`config.mk`:
```
export PLATFORM = sky130hd
export DESIGN_NAME = plcp_frame_builder_flat
export DESIGN_NICKNAME = d
export VERILOG_FILES = /design/src/rtl/plcp_pkg.sv /design/src/rtl/plcp_frame_builder_if.sv /design/src/rtl/plcp_scrambler.sv /design/src/rtl/plcp_frame_builder.sv /design/src/flat_wrapper.sv
export SDC_FILE = /design/constraint.sdc
export NUM_CORES = 1
export LEC_CHECK = 0
export ABC_AREA = 1
export CORE_ASPECT_RATIO = 1.5
export CORE_MARGIN = 2
export CORE_UTILIZATION = 56
export CTS_BUF_LIST = sky130_fd_sc_hd__clkbuf_8
export DETAILED_ROUTE_END_ITERATION = 8
export PLACE_DENSITY = 0.79
export SLEW_MARGIN = 20
export SYNTH_ARGS = -nofsm -noshare
export SYNTH_HDL_FRONTEND = slang
export SYNTH_SLANG_ARGS = --single-unit
```
`constraint.sdc`:
```
create_clock -name Clock -period 1.7 [get_ports Clock]
set_input_delay 0.255 -clock Clock [delete_from_list [all_inputs] [get_ports Clock]]
set_output_delay 0.255 -clock Clock [all_outputs]
set_load 0.05 [all_outputs]
```
`src/rtl/plcp_pkg.sv`:
```
// PLCP frame builder shared types and constants.
// Rate decode and SIGNAL word construction.
package plcp_pkg;

  typedef enum logic [2:0] {
    ST_IDLE,
    ST_PREAMBLE,
    ST_SIGNAL,
    ST_SERVICE,
    ST_PSDU,
    ST_TAIL,
    ST_PAD,
    ST_DONE
  } state_t;

  localparam int SIGNAL_BITS  = 24;
  localparam int SERVICE_BITS = 16;
  localparam int TAIL_BITS    = 6;

  // x^7 + x^4 + 1: taps on s[6] and s[3]
  localparam logic [6:0] SCRAMBLER_POLY = 7'b1001000;

  function automatic logic [7:0] rate_to_ndbps(
    input logic [3:0] rate
  );
    logic [7:0] nd;
    case (rate)
      4'b1101: nd = 8'd24;
      4'b1111: nd = 8'd36;
      4'b0101: nd = 8'd48;
      4'b0111: nd = 8'd72;
      4'b1001: nd = 8'd96;
      4'b1011: nd = 8'd144;
      4'b0001: nd = 8'd192;
      4'b0011: nd = 8'd216;
      default: nd = 8'd0;
    endcase
    return nd;
  endfunction

  // Bit 23 leaves first: R1..R4, reserved, LENGTH lsb-first,
  // even parity, six tail zeros.
  function automatic logic [23:0] build_signal(
    input logic [3:0]  rate,
    input logic [11:0] length
  );
    logic [16:0] head;
    head[16:13] = rate;
    head[12]    = 1'b0;
    for (int i = 0; i < 12; i++) begin
      head[11-i] = length[i];
    end
    return {head, ^head, 6'b000000};
  endfunction

endpackage

```
`src/rtl/plcp_frame_builder_if.sv`:
```
// Control, PSDU handshake and frame stream bundle
// between the TX controller and the frame builder.
interface plcp_frame_builder_if;

  logic        Start;
  logic [3:0]  Rate;
  logic [11:0] Length;
  logic        DataIn;
  logic        DataValid;
  logic        DataReady;
  logic        Output;
  logic        OutputValid;
  logic        Busy;
  logic        Done;
  logic        Error;

  modport master (
    output Start,
    output Rate,
    output Length,
    output DataIn,
    output DataValid,
    input  DataReady,
    input  Output,
    input  OutputValid,
    input  Busy,
    input  Done,
    input  Error
  );

  modport slave (
    input  Start,
    input  Rate,
    input  Length,
    input  DataIn,
    input  DataValid,
    output DataReady,
    output Output,
    output OutputValid,
    output Busy,
    output Done,
    output Error
  );

endinterface

```
`src/rtl/plcp_scrambler.sv`:
```
// Frame-synchronous 7-bit additive scrambler.
// Out is combinational; state steps on Enable.
module plcp_scrambler #(
  parameter logic [6:0] SEED = 7'b1011101
) (
  input  logic Clock,
  input  logic Reset,
  input  logic Load,
  input  logic Enable,
  input  logic In,
  output logic Out
);

  import plcp_pkg::*;

  logic [6:0] lfsr;
  logic       fb;

  assign fb  = ^(lfsr & SCRAMBLER_POLY);
  assign Out = In ^ fb;

  always_ff @(posedge Clock) begin
    if (Reset) begin
      lfsr <= 7'd0;
    end else if (Load) begin
      lfsr <= SEED;
    end else if (Enable) begin
      lfsr <= {lfsr[5:0], fb};
    end
  end

endmodule

```
`src/rtl/plcp_frame_builder.sv`:
```
// Serial 802.11a PPDU generator: preamble, SIGNAL,
// SERVICE, PSDU, tail and pad into the conv encoder.
module plcp_frame_builder #(
  parameter int unsigned PREAMBLE_BITS    = 96,
  parameter logic [7:0]  PREAMBLE_PATTERN = 8'hAA,
  parameter logic [6:0]  SCRAMBLER_SEED   = 7'b1011101
) (
  input logic              Clock,
  input logic              Reset,
  plcp_frame_builder_if.slave bus
);

  import plcp_pkg::*;

  state_t      state;
  logic [14:0] cnt;
  logic [7:0]  mod_cnt;
  logic [7:0]  mod_nxt;
  logic [7:0]  ndbps;
  logic [7:0]  start_ndbps;
  logic [11:0] len;
  logic [23:0] sig;

  logic out_q;
  logic valid_q;
  logic ready_q;
  logic busy_q;
  logic done_q;
  logic error_q;

  logic scr_load;
  logic scr_en;
  logic scr_in;
  logic scr_out;
  logic psdu_last;

  assign bus.Output      = out_q;
  assign bus.OutputValid = valid_q;
  assign bus.DataReady   = ready_q;
  assign bus.Busy        = busy_q;
  assign bus.Done        = done_q;
  assign bus.Error       = error_q;

  always_comb begin
    start_ndbps = rate_to_ndbps(bus.Rate);
    mod_nxt = (mod_cnt == ndbps - 8'd1)
            ? 8'd0 : mod_cnt + 8'd1;
    psdu_last = (cnt == {len, 3'b000} - 15'd1);
    scr_load = (state == ST_SIGNAL)
            && (cnt == 15'(SIGNAL_BITS - 1));
    scr_in = (state == ST_PSDU) && bus.DataIn;
    scr_en = (state == ST_SERVICE)
          || (state == ST_TAIL)
          || (state == ST_PAD)
          || ((state == ST_PSDU) && bus.DataValid);
  end

  plcp_scrambler #(
    .SEED (SCRAMBLER_SEED)
  ) u_scr (
    .Clock  (Clock),
    .Reset  (Reset),
    .Load   (scr_load),
    .Enable (scr_en),
    .In     (scr_in),
    .Out    (scr_out)
  );

  // state/cnt name the bit to be registered at the next edge
  always_ff @(posedge Clock) begin
    if (Reset) begin
      state   <= ST_IDLE;
      cnt     <= 15'd0;
      mod_cnt <= 8'd0;
      ndbps   <= 8'd0;
      len     <= 12'd0;
      sig     <= 24'd0;
      out_q   <= 1'b0;
      valid_q <= 1'b0;
      ready_q <= 1'b0;
      busy_q  <= 1'b0;
      done_q  <= 1'b0;
      error_q <= 1'b0;
    end else begin
      done_q  <= 1'b0;
      error_q <= 1'b0;
      unique case (state)
        ST_IDLE: begin
          out_q   <= 1'b0;
          valid_q <= 1'b0;
          if (bus.Start) begin
            if (start_ndbps == 8'd0
                || bus.Length == 12'd0) begin
              error_q <= 1'b1;
            end else begin
              state   <= ST_PREAMBLE;
              busy_q  <= 1'b1;
              valid_q <= 1'b1;
              out_q   <= PREAMBLE_PATTERN[7];
              cnt     <= 15'd1;
              mod_cnt <= 8'd0;
              ndbps   <= start_ndbps;
              len     <= bus.Length;
              sig     <= build_signal(bus.Rate,
                                      bus.Length);
            end
          end
        end
        ST_PREAMBLE: begin
          out_q <= PREAMBLE_PATTERN[~cnt[2:0]];
          cnt   <= cnt + 15'd1;
          if (cnt == 15'(PREAMBLE_BITS - 1)) begin
            state <= ST_SIGNAL;
            cnt   <= 15'd0;
          end
        end
        ST_SIGNAL: begin
          out_q <= sig[23];
          sig   <= {sig[22:0], 1'b0};
          cnt   <= cnt + 15'd1;
          if (scr_load) begin
            state <= ST_SERVICE;
            cnt   <= 15'd0;
          end
        end
        ST_SERVICE: begin
          out_q   <= scr_out;
          mod_cnt <= mod_nxt;
          cnt     <= cnt + 15'd1;
          if (cnt == 15'(SERVICE_BITS - 1)) begin
            state   <= ST_PSDU;
            cnt     <= 15'd0;
            ready_q <= 1'b1;
          end
        end
        ST_PSDU: begin
          valid_q <= bus.DataValid;
          if (bus.DataValid) begin
            out_q   <= scr_out;
            mod_cnt <= mod_nxt;
            cnt     <= cnt + 15'd1;
            if (psdu_last) begin
              state   <= ST_TAIL;
              cnt     <= 15'd0;
              ready_q <= 1'b0;
            end
          end
        end
        ST_TAIL: begin
          out_q   <= 1'b0;
          mod_cnt <= mod_nxt;
          cnt     <= cnt + 15'd1;
          if (cnt == 15'(TAIL_BITS - 1)) begin
            cnt <= 15'd0;
            if (mod_nxt == 8'd0) begin
              state  <= ST_DONE;
              done_q <= 1'b1;
            end else begin
              state <= ST_PAD;
            end
          end
        end
        ST_PAD: begin
          out_q   <= scr_out;
          mod_cnt <= mod_nxt;
          if (mod_nxt == 8'd0) begin
            state  <= ST_DONE;
            done_q <= 1'b1;
          end
        end
        ST_DONE: begin
          state   <= ST_IDLE;
          out_q   <= 1'b0;
          valid_q <= 1'b0;
          busy_q  <= 1'b0;
          cnt     <= 15'd0;
          mod_cnt <= 8'd0;
        end
        default: state <= ST_IDLE;
      endcase
    end
  end

endmodule

```
`src/flat_wrapper.sv`:
```
// flat-port wrapper written by rule: the top's interface ports become plain ports
module plcp_frame_builder_flat import plcp_pkg::*;
#(
  parameter int unsigned PREAMBLE_BITS    = 96,
  parameter logic [7:0]  PREAMBLE_PATTERN = 8'hAA,
  parameter logic [6:0]  SCRAMBLER_SEED   = 7'b1011101
)
  (Clock, Reset, bus_Start, bus_Rate, bus_Length, bus_DataIn, bus_DataValid, bus_DataReady, bus_Output, bus_OutputValid, bus_Busy, bus_Done, bus_Error);
  plcp_frame_builder_if bus_i ();
  input logic Clock;
  input logic Reset;
  input wire logic [$bits(bus_i.Start)-1:0] bus_Start;
  input wire logic [$bits(bus_i.Rate)-1:0] bus_Rate;
  input wire logic [$bits(bus_i.Length)-1:0] bus_Length;
  input wire logic [$bits(bus_i.DataIn)-1:0] bus_DataIn;
  input wire logic [$bits(bus_i.DataValid)-1:0] bus_DataValid;
  output wire logic [$bits(bus_i.DataReady)-1:0] bus_DataReady;
  output wire logic [$bits(bus_i.Output)-1:0] bus_Output;
  output wire logic [$bits(bus_i.OutputValid)-1:0] bus_OutputValid;
  output wire logic [$bits(bus_i.Busy)-1:0] bus_Busy;
  output wire logic [$bits(bus_i.Done)-1:0] bus_Done;
  output wire logic [$bits(bus_i.Error)-1:0] bus_Error;
  assign bus_i.Start = bus_Start;
  assign bus_i.Rate = bus_Rate;
  assign bus_i.Length = bus_Length;
  assign bus_i.DataIn = bus_DataIn;
  assign bus_i.DataValid = bus_DataValid;
  assign bus_DataReady = bus_i.DataReady;
  assign bus_Output = bus_i.Output;
  assign bus_OutputValid = bus_i.OutputValid;
  assign bus_Busy = bus_i.Busy;
  assign bus_Done = bus_i.Done;
  assign bus_Error = bus_i.Error;
  plcp_frame_builder #(.PREAMBLE_BITS(PREAMBLE_BITS), .PREAMBLE_PATTERN(PREAMBLE_PATTERN), .SCRAMBLER_SEED(SCRAMBLER_SEED)) u_core (.Clock(Clock), .Reset(Reset), .bus(bus_i));
endmodule
```
## Word level (Yosys, flattened, before mapping)

Memory sizes are Yosys's and may differ from the RTL's.
Cells that the tools add are included.

| storage, ports and cells | value |
|---|---|
| memories | 2 |
| bits in latches | 0 |
| memory bits (writable) | 0 |
| input bits | 21 |
| bits in registers | 83 |
| ROM bits | 104 |

Memory list:

| memory | depth | bits a word | read ports | clocked after Yosys merged registers in | write ports | line | text |
|---|---|---|---|---|---|---|---|
| (name not given) | 16 | 6 | 1 | 0 | 0 | plcp_pkg.sv:27 | `case (rate)` |
| (name not given) | 8 | 1 | 1 | 0 | 0 | plcp_frame_builder.sv:110 | `out_q <= PREAMBLE_PATTERN[~cnt[2:0]];` |

| operators by class | value |
|---|---|
| div/mod/pow operators | 0 |
| $add $sub $neg | 4 |
| multiplexer cells | 47 |
| eq/ne operators | 22 |
| reductions and logical operators | 32 |
| multiply operators | 0 |
| shift-type cells | 0 |
| magnitude comparators | 1 |
| bitwise gates (word level) | 5 |

Operator list:

| kind | number |
|---|---|
| 2-to-1 mux 15 bit | 8 |
| case mux 15 bit (7 select lines) | 1 |
| 2-to-1 mux 24 bit | 2 |
| case mux 24 bit (2 select lines) | 1 |
| 2-to-1 mux 8 bit | 4 |
| case mux 8 bit (4 select lines) | 1 |
| 2-to-1 mux 3 bit | 9 |
| case mux 3 bit (8 select lines) | 1 |
| parity 17 bit | 1 |
| logical NOT 8 bit | 2 |
| adder 15 x 1 -> 15 bit (second input constant) | 1 |
| == test 15 bit | 1 |
| == test 15 x 3 -> 1 bit (second input constant) | 1 |
| == test 15 x 4 -> 1 bit (second input constant) | 1 |
| == test 15 x 5 -> 1 bit (second input constant) | 1 |
| == test 15 x 7 -> 1 bit (second input constant) | 1 |
| subtractor 15 x 1 -> 15 bit (second input constant) | 1 |
| 2-to-1 mux 7 bit | 2 |
| 2-to-1 mux 1 bit | 13 |
| == test 3 bit (second input constant) | 4 |
| logical NOT 12 bit | 1 |
| != test 2 bit (second input constant) | 6 |
| AND reduction 4 bit | 3 |
| AND reduction 3 bit | 3 |
| other kinds (24) | 42 |

## Longest topological paths before layout

Gate-level depths: netlist (run 1).

| logic depth | value |
|---|---|
| word-level depth | 7 |
| depth in mapped cells | 18 |
| gate-level depth less buffers | 18 |

## By module

From an unflattened synthesis (run 1), not the netlist that was laid out.

| second synthesis, totals | value |
|---|---|
| cells, all modules | 701 |
| area, all modules | 4566.9 µm² |

By module, submodules not included:

| module | instances | cells an instance | area each (µm²) |
|---|---|---|---|
| plcp_frame_builder | 1 | 655 | 4251.6 |
| plcp_scrambler | 1 | 46 | 315.3 |

## Worst setup path before layout (run 1)

Ideal clock, no wire load.

| timing | value |
|---|---|
| path type | register to register |
| start | register u_core.len[0] |
| end | register u_core.cnt[11] |
| setup slack | -0.178 ns |
| stages on the path, launching flop included | 15 |
| data arrival time | 1.745 ns |
| cell sequence | dfxtp_1 -> inv_1 -> ha_1 -> nand2_1 -> nor2_1 -> nand3_1 -> nand3_1 -> nand2_1 -> nor2_1 -> nand3_2 -> nand2_2 -> nand2_2 -> buf_4 -> nand2_1 -> a21oi_1 |

| on the way | value |
|---|---|
| word-level cells in the longest chain between the ends | 5 |

Ends and longest elaborated chain:

| item | line | text |
|---|---|---|
| start: declaration | plcp_frame_builder.sv:21 | `logic [11:0] len;` |
| start signal: assignment | plcp_frame_builder.sv:103 | `len <= bus.Length;` |
| subtractor 15 x 1 -> 15 bit | plcp_frame_builder.sv:48 | `psdu_last = (cnt == {len, 3'b000} - 15'd1);` |
| == test 15 bit | plcp_frame_builder.sv:48 |  |
| 2-to-1 mux 15 bit | plcp_frame_builder.sv:142 | `if (psdu_last) begin` |
| 2-to-1 mux 15 bit | plcp_frame_builder.sv:138 | `if (bus.DataValid) begin` |
| case mux 15 bit (7 select lines) | plcp_frame_builder.sv:87 | `unique case (state)` |
| end signal: assignment | plcp_frame_builder.sv:111 | `cnt <= cnt + 15'd1;` |
| end signal: assignment | plcp_frame_builder.sv:141 | `cnt <= cnt + 15'd1;` |
| end signal: assignment | plcp_frame_builder.sv:152 | `cnt <= cnt + 15'd1;` |
| end: declaration | plcp_frame_builder.sv:16 | `logic [14:0] cnt;` |

Every way passes these cells. The select of a mux whose other input is x is not followed.
A chain may end at the register's enable or synchronous reset.

## Worst setup path after layout (run 1)

| timing | value |
|---|---|
| start | register u_core.len[0] |
| end | register u_core.cnt[9] |

The elaborated chain is that of the path after synthesis.

==> flow_summary_export.csv, run 1 <==
group,metric,value,unit
synthesis,syn_area,4580,sq um
layout,diodes,0,
synthesis,syn_nets,738,
worst_setup_path,critPathBufInv,3,
clock_network,cts_tree,"done",
synthesis,syn_inst,705,
worst_setup_path,slowest_delay,0.34,ns
worst_setup_path,critPathSlowestCell,"dfxtp_2",
timing,worstMarginPinSlew,0.468,ns
hold_path,holdPathStages,3,
worst_setup_path,cp_common_cell,"nand2_1",
layout,final_nets,869,
synthesis,synth_adder_area_share,0.0328,
die,dieWidth,77.9,um
worst_setup_path,arrival,2.25,ns
routing,num_vias,5345,
routing,via_per_inst,5.65,
timing,hold_violations,0,
clock_network,cts_root_buf,"clkbuf_8",
synthesis,ys_seq_elements,75,
global_route,grt_use_total,0.315,
routing,drt_iter0_drc,516,
hold_path,holdCritPathClass,"in -> reg",
clock_network,path_clk_slew,0.08,ns
routing,totalWireLength,14.7,mm
synthesis,ys_types,38,
worst_setup_path,cp_num_cells,14,
clock_network,clock-sinks,75,
synthesis,synth_top_family_by_area,"simple AND/OR/NAND/NOR gates",
clock_network,htree_levels,3,
die,pin_count,27,
timing,fin_crit_sh,1.19,
layout,finalInstanceArea,6450,sq um
run_status,violations,"setup timing",
clock_network,cts_hold_buf,0,
routing,final_antenna_net_count,0,
timing,fin_hold_ws,0.263,ns
global_route,overflow,0,
power_and_ir_drop,power.density,1350,nW/um^2
layout,instances_no_fill,946,
timing,fin_skew,0.0118,ns
layout,areaGrowthSynthToFinish,40.7,%
timing,relSlewSlack,0.688,
clock_network,clock_path_buffers,2,
synthesis,synth_compound_area_frac,0.132,
global_route,antenna_found_initial,0,
placement,dp_cells,914,
synthesis,ys_seq_area_frac,0.328,
clock_network,cts_buffers,9,
global_route,grt_pass1_wl,22.5,mm
placement,portBuffers,26,
worst_setup_path,ff2ff_path_depth,14,
worst_setup_path,crit_type,"reg -> reg",
die,die_h,115,um
die,die_area,8940,sq um
layout,nFillCells,483,
clock_network,clock_latency,0.37,ns
die,row_count,40,
worst_setup_path,path_cells,"inv_4 -> buf_4 -> nand2_2 -> o21ai_1 -> nand2_1 -> nand2_1 -> nand2_1 -> nor2_2 -> nand3_2 -> nand2_4 -> buf_12 -> nand2_8 -> nand3b_1 -> a21oi_1",
layout,multi_input_area,3020,sq um
flow_run,maxCapViolations,0,
timing,grt_setup_unrepaired,"yes",
placement,globalplace.congestion,0.917,
worst_setup_path,cp-end-kind,"flip-flop",
timing,finalSetupViolations,21,
die,start_util,0.576,
placement,dpl_cell_area,5670,sq um
synthesis,synthSimpleGateAreaFrac,0.345,
placement,hpwl,9.56,mm
worst_setup_path,cp_max_fo,8,
timing,maxSlewViolCount,0,
layout,drive_above_1_share,0.308,
worst_setup_path,critical-path-top-delay-family,"simple AND/OR/NAND/NOR gates",
timing,fin_crit,2.02,ns
layout,seqCellArea,1520,sq um
routing,post-route-drc-count,0,
global_route,grt_pass1_vias,5234,
timing,fin_ws,-0.317,ns
synthesis,ys_warn_count,0,
synthesis,synth_xor_area_frac,0.0650,
timing,max_freq,496,MHz
synthesis,muxShareOfSynthArea,0,
routing,wire_per_inst,15.6,um
die,core,7960,sq um
power_and_ir_drop,irDropWorstVdd,1300,uV
power_and_ir_drop,p_leak,2.85,nW
run_status,status,"finished with violations",
global_route,grt_max_degree,38,
worst_setup_path,startpoint_type,"flip-flop",
routing,drt_first_pass_iters,7,
synthesis,syn_area_per_cell,6.50,sq um
worst_setup_path,cp.required,1.93,ns
[stage by stage]
step / power [W] / utilization / worst slack, ns / setup TNS (ns)
finish: 0.00874 / 0.810 / -0.317 / -5.12
global route: 0.00922 / 0.810 / -0.425 / -8.11
CTS: 0.00813 / 0.775 / -0.273 / -4.44
detailed placement: 0.00584 / 0.713 / -0.713 / -38.93
global placement: 0.00570 / 0.713 / -0.628 / -34.89
floorplan: 0.00465 / - / -0.0964 / -0.222
[worst paths after layout]
path                                           start  slack, ns                   end
worst max-delay path                   u_core.len[0]      -0.32         u_core.cnt[9]
worst min register to register  u_core.u_scr.lfsr[1]       0.47  u_core.u_scr.lfsr[1]
worst max register to register         u_core.len[0]      -0.32         u_core.cnt[9]
worst min-delay path                           Reset       0.26      u_core.bus.Error
[per-layer routing]
layer  global-route usage  vias up  wire length (um)
li1                     -     2534                 -
met1                0.305     2501              5200
met2                0.607      228              7990
met3               0.0581       82               679
met4                0.189        0               846
met5                    0        -                 0
[layout make-up]
class	count	share of cell area
multi-input cells	520	0.469
flip-flops and latches	75	0.235
repair buffers	141	0.189
inverters	88	0.0545
clock buffers	10	0.0213
well taps	105	0.0204
clock inverters	6	0.00990
repair inverters	1	0.000582
[cells in the final DEF (no fill, tap or decap), types with 8 or more instances in the layout]
cell type,n
nor2_2,16
nand2_4,8
xnor2_1,10
nand3_1,41
inv_1,69
xor2_1,24
buf_4,106
clkbuf_8,10
nand2_2,20
inv_2,14
nand2_1,182
a21oi_1,53
dfxtp_1,64
nor2_1,47
dfxtp_2,10
o21ai_0,15
nor3_1,8
buf_6,8
dlygate4sd2_1,11
a31oi_1,12
nor2_4,16
[worst min-delay path: stages]
cell       delay (ns)
buf_2            0.13
a2111oi_0        0.08
buf_4            0.13
[timing repair]
item / CTS / global route
pin swaps: 33 / 27
cloned: 3 / 1
setup buffers: 9 / 3
gates resized for setup: 71 / 70
setup endpoints to repair: 66 / 62
[state kept, by name, indices dropped and copies added, names as in the netlist, 3 cells and up]
register and cells:
u_core.u_scr.lfsr 7, u_core.cnt 15, u_core.ndbps 6, u_core.state 3
u_core.mod_cnt 8, u_core.sig 18, u_core.len 12
[kinds of logic (layout without fill, tap and decap cells)]
logic type	count (synthesis)	in the layout
DFF	75	75
adders and majority gates	12	12
and+or+nand+nor	364	365
xor gates and xnor gates	34	34
AOI/OAI and AO/OA	109	109
buffers and inverters	111	246
[power breakdown]
part | switching (W) | internal, W | leakage (nW)
Sequential | 0.000214 | 0.00204 | 0.615
Combinational | 0.00300 | 0.00206 | 2.13
Clock | 0.000710 | 0.000718 | 0.104
[cells in the mapped netlist]
library cell / n / area share
a2111oi_0: 1 / 0.0019
a211oi_1: 1 / 0.0016
a21oi_1: 58 / 0.063
a22oi_1: 2 / 0.0033
a31oi_1: 12 / 0.016
and3_1: 1 / 0.0014
buf_2: 5 / 0.0055
buf_4: 4 / 0.0066
buf_6: 1 / 0.0025
clkbuf_1: 12 / 0.0098
clkbuf_2: 1 / 0.0011
dfxtp_1: 75 / 0.33
ha_1: 12 / 0.033
inv_1: 80 / 0.066
inv_2: 8 / 0.0066
nand2_1: 204 / 0.17
nand2_2: 7 / 0.0096
nand2_4: 2 / 0.0049
nand3_1: 48 / 0.052
nand3_2: 1 / 0.0022
nand3b_1: 4 / 0.0066
nand4_1: 5 / 0.0068
nor2_1: 65 / 0.053
nor2_2: 10 / 0.014
nor2_4: 4 / 0.0098
nor3_1: 8 / 0.0087
nor3b_2: 1 / 0.0027
nor4_1: 3 / 0.0041
nor4b_1: 1 / 0.0019
o2111ai_1: 1 / 0.0019
o21ai_0: 22 / 0.024
o21ai_1: 4 / 0.0044
o21ai_2: 2 / 0.0038
o221ai_1: 4 / 0.0076
o22ai_1: 1 / 0.0014
o31ai_2: 1 / 0.0027
xnor2_1: 10 / 0.019
xor2_1: 24 / 0.046
Power figures use the tool's default switching activity.
==> run 2: changes to the inputs <==
- CORE_UTILIZATION: 56 -> 67
- PLACE_DENSITY: 0.79 -> 0.88
- clock period: 1.7 -> 2.49 ns (I/O delays scaled with it)
==> run 2 against run 1 <==
Net effect: the run now ends clean; sequential power decreased by 32%; die area down 16%; highest routed layer unchanged; sequential share of layout area is 5.7 points higher; final cell count shrank 14%; count of clock-buffer cells in the layout increased by 2; combinational power is 58% lower; wire length shrank 23%; final area down 20%; clock skew decreased by 0.0027 ns; utilization decreased by 3.0 points.
==> flow_summary_export.csv, run 2 (same netlist as run 1, synthesis figures left out) <==
group,metric,value,unit
run_status,status,"complete, no violations",
die,die_h,105,um
worst_setup_path,cp_common_cell,"nand2_1",
clock_network,cts_root_buf,"clkbuf_8",
routing,drt_first_pass_iters,6,
placement,hpwl,8.14,mm
worst_setup_path,critical-path-top-delay-family,"simple AND/OR/NAND/NOR gates",
routing,final_antenna_net_count,0,
layout,largest_reg_flops,18,
timing,max_freq,447,MHz
flow_run,maxCapViolations,0,
clock_network,cts_buffers,9,
layout,drive_above_1_share,0.0884,
clock_network,path_clk_slew,0.08,ns
power_and_ir_drop,power.total,0.00469,W
hold_path,hold_start,"u_core.u_scr.lfsr[1]",
timing,fin_crit_sh,0.899,
worst_setup_path,crit_type,"reg -> reg",
timing,fin_setup_tns,0,ns
die,die_area,7530,sq um
layout,instances_no_fill,811,
timing,fin_ws,0.253,ns
worst_setup_path,timing.rr.start,"u_core.ndbps[2]",
hold_path,holdCritPathClass,"reg -> reg",
layout,nFillCells,509,
global_route,overflow,0,
worst_setup_path,cp-end-kind,"flip-flop",
routing,post-route-drc-count,0,
timing,grt_setup_unrepaired,"no",
timing,worstMarginPinSlew,0.592,ns
layout,final_nets,764,
die,dieWidth,71.5,um
die,pin_count,27,
timing,maxSlewViolCount,0,
global_route,grt_pass1_vias,4520,
worst_setup_path,arrival,2.48,ns
timing,hold_violations,0,
worst_setup_path,critPathBufInv,2,
placement,portBuffers,26,
worst_setup_path,critPathSlowestCell,"dfxtp_1",
layout,reg_top3,"u_core.sig (18), u_core.cnt (15), u_core.len (12)",
die,core,6580,sq um
clock_network,clock-sinks,75,
clock_network,htree_levels,3,
layout,top_register,"u_core.sig",
worst_setup_path,path_cells,"inv_1 -> ha_1 -> inv_1 -> nand2_1 -> nand2_1 -> nand2_1 -> nand2_1 -> nand2_1 -> nor2_1 -> nand2_2 -> o21ai_1 -> nand2_1 -> nor2_2 -> nor2_1 -> nor2_4 -> nand2_1 -> nand2_1 -> nor2_1",
timing,finalSetupViolations,0,
layout,utilization,0.781,
clock_network,cts_tree,"done",
routing,drt_iter0_drc,397,
clock_network,cts.repair.resized,0,
placement,place_ws,-0.0246,ns
global_route,grt_pass1_wl,18.9,mm
layout,layout_commonest_cell,"nand2_1",
clock_network,clock_path_buffers,2,
layout,diodes,0,
routing,totalWireLength,11.3,mm
clock_network,cts_hold_buf,0,
worst_setup_path,cp.required,2.74,ns
die,row_count,36,
clock_network,clock_latency,0.35,ns
placement,dp_cells,796,
routing,wire_per_inst,13.9,um
die,start_util,0.697,
layout,areaGrowthSynthToFinish,12.0,%
timing,relSlewSlack,0.605,
power_and_ir_drop,power.density,913,nW/um^2
global_route,antenna_found_initial,0,
routing,num_vias,4694,
clock_network,post-cts-setup-buffers,0,
timing,fin_crit,2.24,ns
layout,mostFrequentLayoutCells,"204 x nand2_1, 80 x inv_1, 75 x dfxtp_1",
global_route,grt_use_total,0.310,
timing,fin_skew,0.00906,ns
worst_setup_path,crit_start,"u_core.ndbps[2]",
worst_setup_path,cp_max_fo,10,
power_and_ir_drop,p_leak,2.19,nW
worst_setup_path,startpoint_type,"flip-flop",
power_and_ir_drop,irDropWorstVdd,895,uV
routing,via_per_inst,5.79,
placement,globalplace.congestion,0.930,
global_route,grt_max_degree,55,
worst_setup_path,slowest_delay,0.38,ns
-- run 2: changes by cell type in the layout (fill, tap and decap cells not counted), sizes merged --
cell | previous run | this run
buf | 121 | 13
inv | 90 | 88
clkbuf | 11 | 12
dlygate4sd2 | 11 | 0
clkinvlp | 2 | 1
clkdlybuf4s50 | 7 | 25
clkdlybuf4s15 | 1 | 0
clkinv | 2 | 1
nand2 | 214 | 213
-- run 2: worst register-to-register path, stage by stage (launching register included) --
cell,delay [ns]
dfxtp_1,0.38
inv_1,0.09
ha_1,0.24
inv_1,0.06
nand2_1,0.07
nand2_1,0.07
nand2_1,0.04
nand2_1,0.06
nand2_1,0.05
nor2_1,0.12
nand2_2,0.15
o21ai_1,0.11
nand2_1,0.09
nor2_2,0.18
nor2_1,0.11
nor2_4,0.14
nand2_1,0.07
nand2_1,0.06
nor2_1,0.05
-- run 2: area by class of cell --
class / count / area [sq um] / share of cell area
Multi-Input combinational cell: 519 / 2640 / 0.514
Clock buffer: 12 / 165 / 0.0322
Timing Repair Buffer: 38 / 358 / 0.0697
Sequential cell: 75 / 1500 / 0.292
Tap cell: 76 / 95.1 / 0.0185
Inverter: 88 / 330 / 0.0643
Clock inverter: 3 / 46.3 / 0.00902
-- run 2: final timing paths --
check,end,slack (ns),cells past startpoint
min reg2reg,u_core.u_scr.lfsr[1],0.46,2
max,u_core.state[1],0.25,18
max reg2reg,u_core.state[1],0.25,18
min,u_core.u_scr.lfsr[1],0.46,2
-- run 2: layer usage --
metal,vias to the layer above,GRT usage,share of wire
li1,2308,-,-
met1,2177,0.328,0.39
met2,160,0.562,0.52
met3,49,0.0564,0.047
met4,0,0.170,0.041
met5,-,0,0
-- run 2: power breakdown --
part | switching, W | leakage (nW) | internal [W]
Sequential | 0.000161 | 0.610 | 0.00138
Clock | 0.000450 | 0.105 | 0.000541
Combinational | 0.00142 | 1.48 | 0.000732
Total | 0.00203 | 2.19 | 0.00266
-- run 2: through the flow --
stage               instance area [sq um]  hold slack, ns
floorplan                            4580           0.434
global placement                     4920           0.451
detailed placement                   4920           0.450
CTS                                  5130           0.461
global route                         5130           0.481
finish                               5130           0.460
